--- config.mk ---
export PLATFORM = sky130hd
export DESIGN_NAME = flag_unit
export DESIGN_NICKNAME = d
export VERILOG_FILES = /design/src/rtl/flag_pkg.sv /design/src/rtl/cond_eval.sv /design/src/rtl/flag_unit.sv
export SDC_FILE = /design/constraint.sdc
export NUM_CORES = 1
export LEC_CHECK = 0
export ABC_AREA = 1
export CORE_ASPECT_RATIO = 1.4
export CORE_MARGIN = 2
export CORE_UTILIZATION = 37
export CTS_BUF_LIST = sky130_fd_sc_hd__clkbuf_2 sky130_fd_sc_hd__clkbuf_4 sky130_fd_sc_hd__clkbuf_8
export CTS_CLUSTER_SIZE = 25
export DETAILED_ROUTE_END_ITERATION = 16
export GPL_TIMING_DRIVEN = 0
export PLACE_DENSITY = 0.8
export SYNTH_ARGS = -nofsm -noshare
export SYNTH_HDL_FRONTEND = slang
export SYNTH_SLANG_ARGS = --single-unit
--- constraint.sdc ---
create_clock -name clk -period 2.4 [get_ports clk]
set_input_delay 0.48 -clock clk [delete_from_list [all_inputs] [get_ports clk]]
set_output_delay 0.48 -clock clk [all_outputs]
set_load 0.02 [all_outputs]
--- src/rtl/flag_pkg.sv ---
// Shared definitions for the condition-flag unit: ARM condition codes and
// the bit positions of the flags inside the ALU/CPSR flags word.
package flag_pkg;

   typedef enum logic [3:0] {
      EQ = 4'd0,
      NE = 4'd1,
      CS = 4'd2,
      CC = 4'd3,
      MI = 4'd4,
      PL = 4'd5,
      VS = 4'd6,
      VC = 4'd7,
      HI = 4'd8,
      LS = 4'd9,
      GE = 4'd10,
      LT = 4'd11,
      GT = 4'd12,
      LE = 4'd13,
      AL = 4'd14,
      NV = 4'd15
   } cond_e;

   localparam int FLAG_N = 31;
   localparam int FLAG_Z = 30;
   localparam int FLAG_C = 29;
   localparam int FLAG_V = 28;
   localparam int CMP_LO = 16;
   localparam int CMP_HI = 19;

   localparam logic [31:0] FLAG_MASK = 32'hF00F_0000;

   // AL and NV are decided without looking at the flags, so they never wait on a writer.
   function automatic logic cond_needs_flags(input logic [3:0] code);
      return (code != AL) && (code != NV);
   endfunction

   function automatic logic [3:0] cmp_flags(input logic [31:0] word);
      return word[CMP_HI:CMP_LO];
   endfunction

endpackage

--- src/rtl/cond_eval.sv ---
// Pure combinational ARM condition evaluator; flags_i is packed {N,Z,C,V}.
// Kept free of pipeline state so a branch unit can reuse it as-is.
module cond_eval
   import flag_pkg::*;
(
   input  logic [3:0] flags_i,
   input  logic [3:0] cond_i,
   output logic       pass_o
);

   logic n;
   logic z;
   logic c;
   logic v;

   assign n = flags_i[3];
   assign z = flags_i[2];
   assign c = flags_i[1];
   assign v = flags_i[0];

   always_comb begin
      pass_o = 1'b0;
      case (cond_e'(cond_i))
         EQ: pass_o = z;
         NE: pass_o = !z;
         CS: pass_o = c;
         CC: pass_o = !c;
         MI: pass_o = n;
         PL: pass_o = !n;
         VS: pass_o = v;
         VC: pass_o = !v;
         HI: pass_o = c && !z;
         LS: pass_o = !c || z;
         GE: pass_o = (n == v);
         LT: pass_o = (n != v);
         GT: pass_o = !z && (n == v);
         LE: pass_o = z || (n != v);
         AL: pass_o = 1'b1;
         NV: pass_o = 1'b0;
         default: pass_o = 1'b0;
      endcase
   end

endmodule

--- src/rtl/flag_unit.sv ---
// Architectural condition flags, in-flight flag-writer tracking and the
// issue-side condition check with same-cycle writeback forwarding.
module flag_unit
   import flag_pkg::*;
#(
   parameter int MAX_PENDING = 4
) (
   input  logic                               clk,
   input  logic                               rst,
   input  logic                               cond_valid,
   input  logic [3:0]                         cond_code,
   input  logic                               sets_flags,
   output logic                               cond_ready,
   output logic                               cond_pass,
   input  logic                               flags_valid,
   input  logic [31:0]                        flags_in,
   input  logic                               flush,
   output logic [31:0]                        cpsr_flags,
   output logic [$clog2(MAX_PENDING+1)-1:0]   pending,
   output logic                               err_underflow
);

   localparam int CW = $clog2(MAX_PENDING + 1);
   localparam logic [CW-1:0] MAX_P = CW'(MAX_PENDING);
   localparam logic [CW-1:0] ONE   = CW'(1);

   logic [31:0]   cpsr_q;
   logic [31:0]   cpsr_d;
   logic [CW-1:0] pend_q;
   logic [CW-1:0] pend_d;
   logic          err_q;
   logic          err_d;

   logic [3:0]    nzcv;
   logic          needs_flags;
   logic          wb_dec;
   logic [CW-1:0] eff_pend;
   logic          accept;
   logic          issue_inc;
   logic          pass;

   // A writeback in this cycle is visible to the issuing instruction immediately.
   always_comb begin
      nzcv = {cpsr_q[FLAG_N], cpsr_q[FLAG_Z], cpsr_q[FLAG_C], cpsr_q[FLAG_V]};
      if (flags_valid) begin
         nzcv = {flags_in[FLAG_N], flags_in[FLAG_Z], flags_in[FLAG_C], flags_in[FLAG_V]};
      end
   end

   cond_eval u_cond_eval (
      .flags_i (nzcv),
      .cond_i  (cond_code),
      .pass_o  (pass)
   );

   always_comb begin
      needs_flags = cond_needs_flags(cond_code);
      wb_dec      = flags_valid && (pend_q != '0);
      eff_pend    = wb_dec ? (pend_q - ONE) : pend_q;
      cond_ready  = !flush
                    && (!needs_flags || (eff_pend == '0))
                    && (!sets_flags || (eff_pend < MAX_P));
      accept      = cond_valid && cond_ready;
      issue_inc   = accept && sets_flags && pass;
      cond_pass   = pass;
   end

   // Ready already guarantees room for the increment, so no saturation clamp is needed here.
   always_comb begin
      pend_d = pend_q;
      if (flush) begin
         pend_d = '0;
      end else begin
         case ({issue_inc, wb_dec})
            2'b10:   pend_d = pend_q + ONE;
            2'b01:   pend_d = pend_q - ONE;
            default: pend_d = pend_q;
         endcase
      end
   end

   always_comb begin
      cpsr_d = cpsr_q;
      if (flags_valid) begin
         cpsr_d = flags_in & FLAG_MASK;
      end
      err_d = flags_valid && (pend_q == '0) && !flush;
   end

   always_ff @(posedge clk or posedge rst) begin
      if (rst) begin
         cpsr_q <= '0;
         pend_q <= '0;
         err_q  <= 1'b0;
      end else begin
         cpsr_q <= cpsr_d;
         pend_q <= pend_d;
         err_q  <= err_d;
      end
   end

   assign cpsr_flags    = cpsr_q;
   assign pending       = pend_q;
   assign err_underflow = err_q;

endmodule

# Yosys cells after proc, flatten, opt, wreduce, memory -nomap -nowiden
# Cells that the tools add are included.
[totals]
mem_count = 0
regBits = 12
wordCells = 59
latchBits = 0
output_inout_bits = 38
ramBits = 0
mem_bits_ro = 0
[classes]
div_mod_pow = 0
multipliers = 0
magnitude_cmp = 1
add_sub_neg = 2
n_shift = 0
bitwise_logic = 0
n_reduce_logical = 27
muxes = 5
n_eq_ne = 21
[op_table]
columns = ["cell", "n"]
rows = [
  ["4-bit == test, second input constant", 8],
  ["4-bit by 3-bit == test with 1-bit output, second input constant", 4],
  ["1-bit case mux with 16 select lines", 1],
  ["1-bit logical AND", 11],
  ["4-bit by 2-bit == test with 1-bit output, second input constant", 2],
  ["4-bit != test, second input constant", 2],
  ["1-bit logical NOT", 7],
  ["3-bit logical NOT", 2],
  ["3-bit two-way mux", 2],
  ["3-bit case mux with 2 select lines", 1],
  ["3-bit nonzero test", 2],
  ["4-bit by 1-bit == test with 1-bit output, second input constant", 1],
  ["4-bit logical NOT", 1],
  ["1-bit logical OR", 4],
  ["4-bit two-way mux", 1],
  ["3-bit by 1-bit adder with 3-bit output, second input constant", 1],
  ["3-bit < comparator, second input constant", 1],
  ["3-bit by 1-bit subtractor with 3-bit output, second input constant", 1],
  ["2-bit by 1-bit == test with 1-bit output, second input constant", 1],
  ["2-bit == test, second input constant", 1],
  ["1-bit == test", 1],
  ["1-bit != test", 1],
]

# Logic depth before layout (Yosys ltp)
[depth]
word_depth = 13
ltp_mapped = 17
ltp_nobuf = 17

# Modules after synthesis
# Synthesis repeated with hierarchy kept, for this count alone.
[hier_totals]
hier_cells = 162
area_unflattened_um2 = 1123.6
[by_module_without_submodules]
columns = ["module", "seq_area_each_um2", "cells_each", "n_inst", "area_per_inst_um2"]
rows = [
  ["flag_unit", 300.3, 117, 1, 918.4],
  ["cond_eval", 0.0, 45, 1, 205.2],
]

# Least setup slack after synthesis
# No wires, ideal clock.
[synth_timing]
path_type = "input port to output port"
start = "input port flags_valid"
end = "output port cond_pass"
required_time_ns = 1.920
path_buffers = 1
stages = 10
path_slack_ns = 0.324
t_arrival_ns = 1.596
path_cell_list = "inv_2 -> buf_6 -> nand2_4 -> nand3_1 -> nand2_2 -> nor2_1 -> nand2_1 -> nand2_1 -> nand2_1 -> a21boi_0"
[synth_between]
elab_chain_cells = 4
word_cells_on_any_way = 12
classes_between = "2 x eq/ne; 2 x mux; 8 x reduce/logical"
[synth_rtl]
columns = ["item", "line", "source"]
rows = [
  ["from (decl)", "flag_unit.sv:15", "input logic flags_valid,"],
  ["4-bit two-way mux (*)", "flag_unit.sv:45", "if (flags_valid) begin"],
  ["1-bit != test, or another cell as far along", "cond_eval.sv:35, cond_eval.sv:37", ""],
  ["1-bit logical OR, or another cell as far along", "cond_eval.sv:37", "LE: pass_o = z || (n != v);"],
  ["1-bit case mux with 16 select lines (*)", "cond_eval.sv:23", "case (cond_e'(cond_i))"],
  ["to (decl)", "flag_unit.sv:14", "output logic cond_pass,"],
]
# Every way passes the cells marked *; elsewhere a longest branch is shown, timed or not.

# Worst setup path after layout
[layout_timing]
start = "input port flags_in[28]"
end = "output port cond_pass"
[layout_between]
elab_chain_cells = 4
word_cells_on_any_way = 7
classes_between = "2 x eq/ne; 2 x mux; 3 x reduce/logical"
[layout_rtl]
columns = ["item", "line", "source"]
rows = [
  ["from (decl)", "flag_unit.sv:16", "input logic [31:0] flags_in,"],
  ["4-bit two-way mux (*)", "flag_unit.sv:45", ""],
  ["1-bit != test or 1-bit == test (tied branches)", "-", ""],
  ["1-bit logical OR or 1-bit logical AND (tied branches)", "cond_eval.sv:37, cond_eval.sv:36", ""],
  ["1-bit case mux with 16 select lines (*)", "cond_eval.sv:23", ""],
]
# Marks and branches as above.

==> impl_metrics.yaml <==
status:
  status: "finished, final reports clean"
placement:
  gp_congestion: 0.848
  post-place-ws_ps: -774
  place_hpwl_um: 2130
  placement.io_buffers: 31
  post_dp_cell_area_sq_mm: 0.00167
final_layout:
  layout_common_cells: "58 x nand2_1, 27 x buf_4, 24 x conb_1, 24 x clkdlybuf4s50_1, 20 x inv_1"
  diodes: 0
  area_growth_pct: 42.2
  regArea_sq_um: 300
  fillCellCount: 332
  multi_input_area_sq_um: 724
  final_nets: 289
  final_area_sq_mm: 0.00175
  drive_gt1_frac: 0.276
  layout_commonest_cell: "nand2_1"
yosys:
  ys_seq_elements: 12
  syn_area_per_cell_sq_um: 6.71
  synth_edf_count: 0
  ys_seq_area_frac: 0.245
  synthCells: 183
  synthArstFlopShare: 1.00
  netlist_area_sq_mm: 0.00123
  ys.flop_type: "dfrtp_1"
  synth.distinct_cells: 25
  synth-warning-count: 0
clock_tree:
  clkTransAtPathRegs_ps: 50
  clockRootBuffer: "clkbuf_8"
  cts_tree: "built"
  worstSkewPairLatency_ps: 230
  htree_levels: 1
  cts_buffer_depth: 2
  numClockSinks: 12
  cts_buffers: 3
critical_path:
  worstPathArrival_ps: 1830
  r2r_start: "pending[1]"
  worstPathRequired_ps: 1920
  r2r_cells: 16
  cp-endpoint: "cond_pass"
  startpoint: "flags_in[28]"
  critPathCaptureType: "primary output"
  path_max_fanout: 3
  crit_path_start_kind: "input port"
  r2r_end: "pending[2]"
  reg2reg_slack_ps: 490
  path_class: "input port to primary output"
global_route:
  grt_pass1_vias: 1133
  grt_pass1_wl_um: 4430
  use_met1: 0.156
  grt_use_met3: 0.0185
  grt.busiest_layer: "met2"
  grt_overflow_total: 0
  grt_max_degree: 13
  antenna_found_initial: 0
  use_met2: 0.292
  grt_use_total: 0.149
sta:
  clock.fmax_mhz: 433
  hold_ws_ps: 484
  slew_viol_final: 0
  setup_tns_ps: 0
  period_needed_ps: 2310
  grt_setup_unrepaired: "true"
  period_share: 0.962
  skew_ps: 0.708
  setup_viol: 0
  worst_slack_ps: 90.8
  hold_violations: 0
power:
  ir_drop_mv: 0.419
  leakage_nw: 1.02
  p_total_w: 0.00109
  power-per-cell-area_mw_per_mm2: 623
route:
  drcViolationCount: 0
  drtIter0Drc: 16
  ant_nets: 0
  via_per_inst: 4.24
  via_count: 1195
  firstDrtPassIters: 4
  drt-total-wl_um: 2630
  wl_per_cell_um: 9.34
floorplan:
  die_h_um: 72.2
  die_w_um: 52.7
  die-area_sq_mm: 0.00380
  rows: 24
  start_util: 0.389
  io_pins: 80
  design.core.area_sq_mm: 0.00315
min_path:
  min-delay-path-class: "flop to flop"
  min_from: "cpsr_flags[16]"
job:
  maxCapViolCount: 0
## critical path, cell delays in order
cell,delay (ps)
clkdlybuf4s50_1,480
nand2_1,70
nand2_2,110
nand2_2,80
nand3_1,110
nand3_1,90
a21oi_2,180
a21boi_2,80
buf_4,150
## cell usage after synthesis (2+ instances only)
library cell	n	area (sq um)
nor2_1	11	41.3
nand2_1	60	225
nand3_1	12	60.1
dfrtp_1	12	300
inv_1	22	82.6
nand2_2	14	87.6
nand4_1	3	18.8
buf_4	24	180
ha_1	3	37.5
o21ai_2	2	17.5
nand3_2	2	20.0
buf_6	2	22.5
nand2_4	4	45.0
## area by class of cell
class                           count  area share
Timing Repair Buffer               33       0.183
Buffer                             26       0.116
Multi-Input combinational cell    144       0.415
Sequential cell                    12       0.172
Clock buffer                        4      0.0315
Tap cell                           39      0.0280
Inverter                           24      0.0545
## registers in the layout, indices dropped and copies added (netlist names)
register and flops:
err_underflow 1, pending 3, cpsr_flags 8
## through the flow
step                 util  instances
finish              0.554        282
global route        0.554        282
CTS                 0.552        281
detailed placement  0.531        276
global placement    0.531        276
floorplan               -        206
## worst min-delay path by stage
stage                                end  slack [ps]  cells past startpoint
after floorplan           cpsr_flags[16]         340                      1
after CTS                 cpsr_flags[17]         490                      2
after global placement    cpsr_flags[18]         450                      2
after global routing      cpsr_flags[16]         510                      2
after detailed placement  cpsr_flags[17]         460                      2
final                     cpsr_flags[16]         480                      2
## cells by family after synthesis
family | Yosys count | share of synthesized area
flops | 12 | 0.245
simple gates | 109 | 0.429
xor+xnor | 2 | 0.0143
buf+inv | 50 | 0.243
compound gates | 6 | 0.0357
other cells | 1 | 0.00306
fa+ha+maj | 3 | 0.0306
## timing repair
action / CTS / global route
buffers inserted: 1 / 1
gates resized for setup: 14 / 8
pin swaps: 1 / 0
setup endpoints to repair: 2 / 2
hold buffers: 0 / 0
## power breakdown
part | switching, W | internal, W
registers | 0.0000360 | 0.000238
clock network | 0.0000709 | 0.000145
logic | 0.000344 | 0.000255
total | 0.000451 | 0.000637
## routing by layer
metal  wire length (um)  part of all wire
met1                968              0.37
met2               1480              0.56
met3                159             0.060
met4                 25            0.0095
met5                  0                 0
No activity file was read; power rests on OpenSTA's default activity.
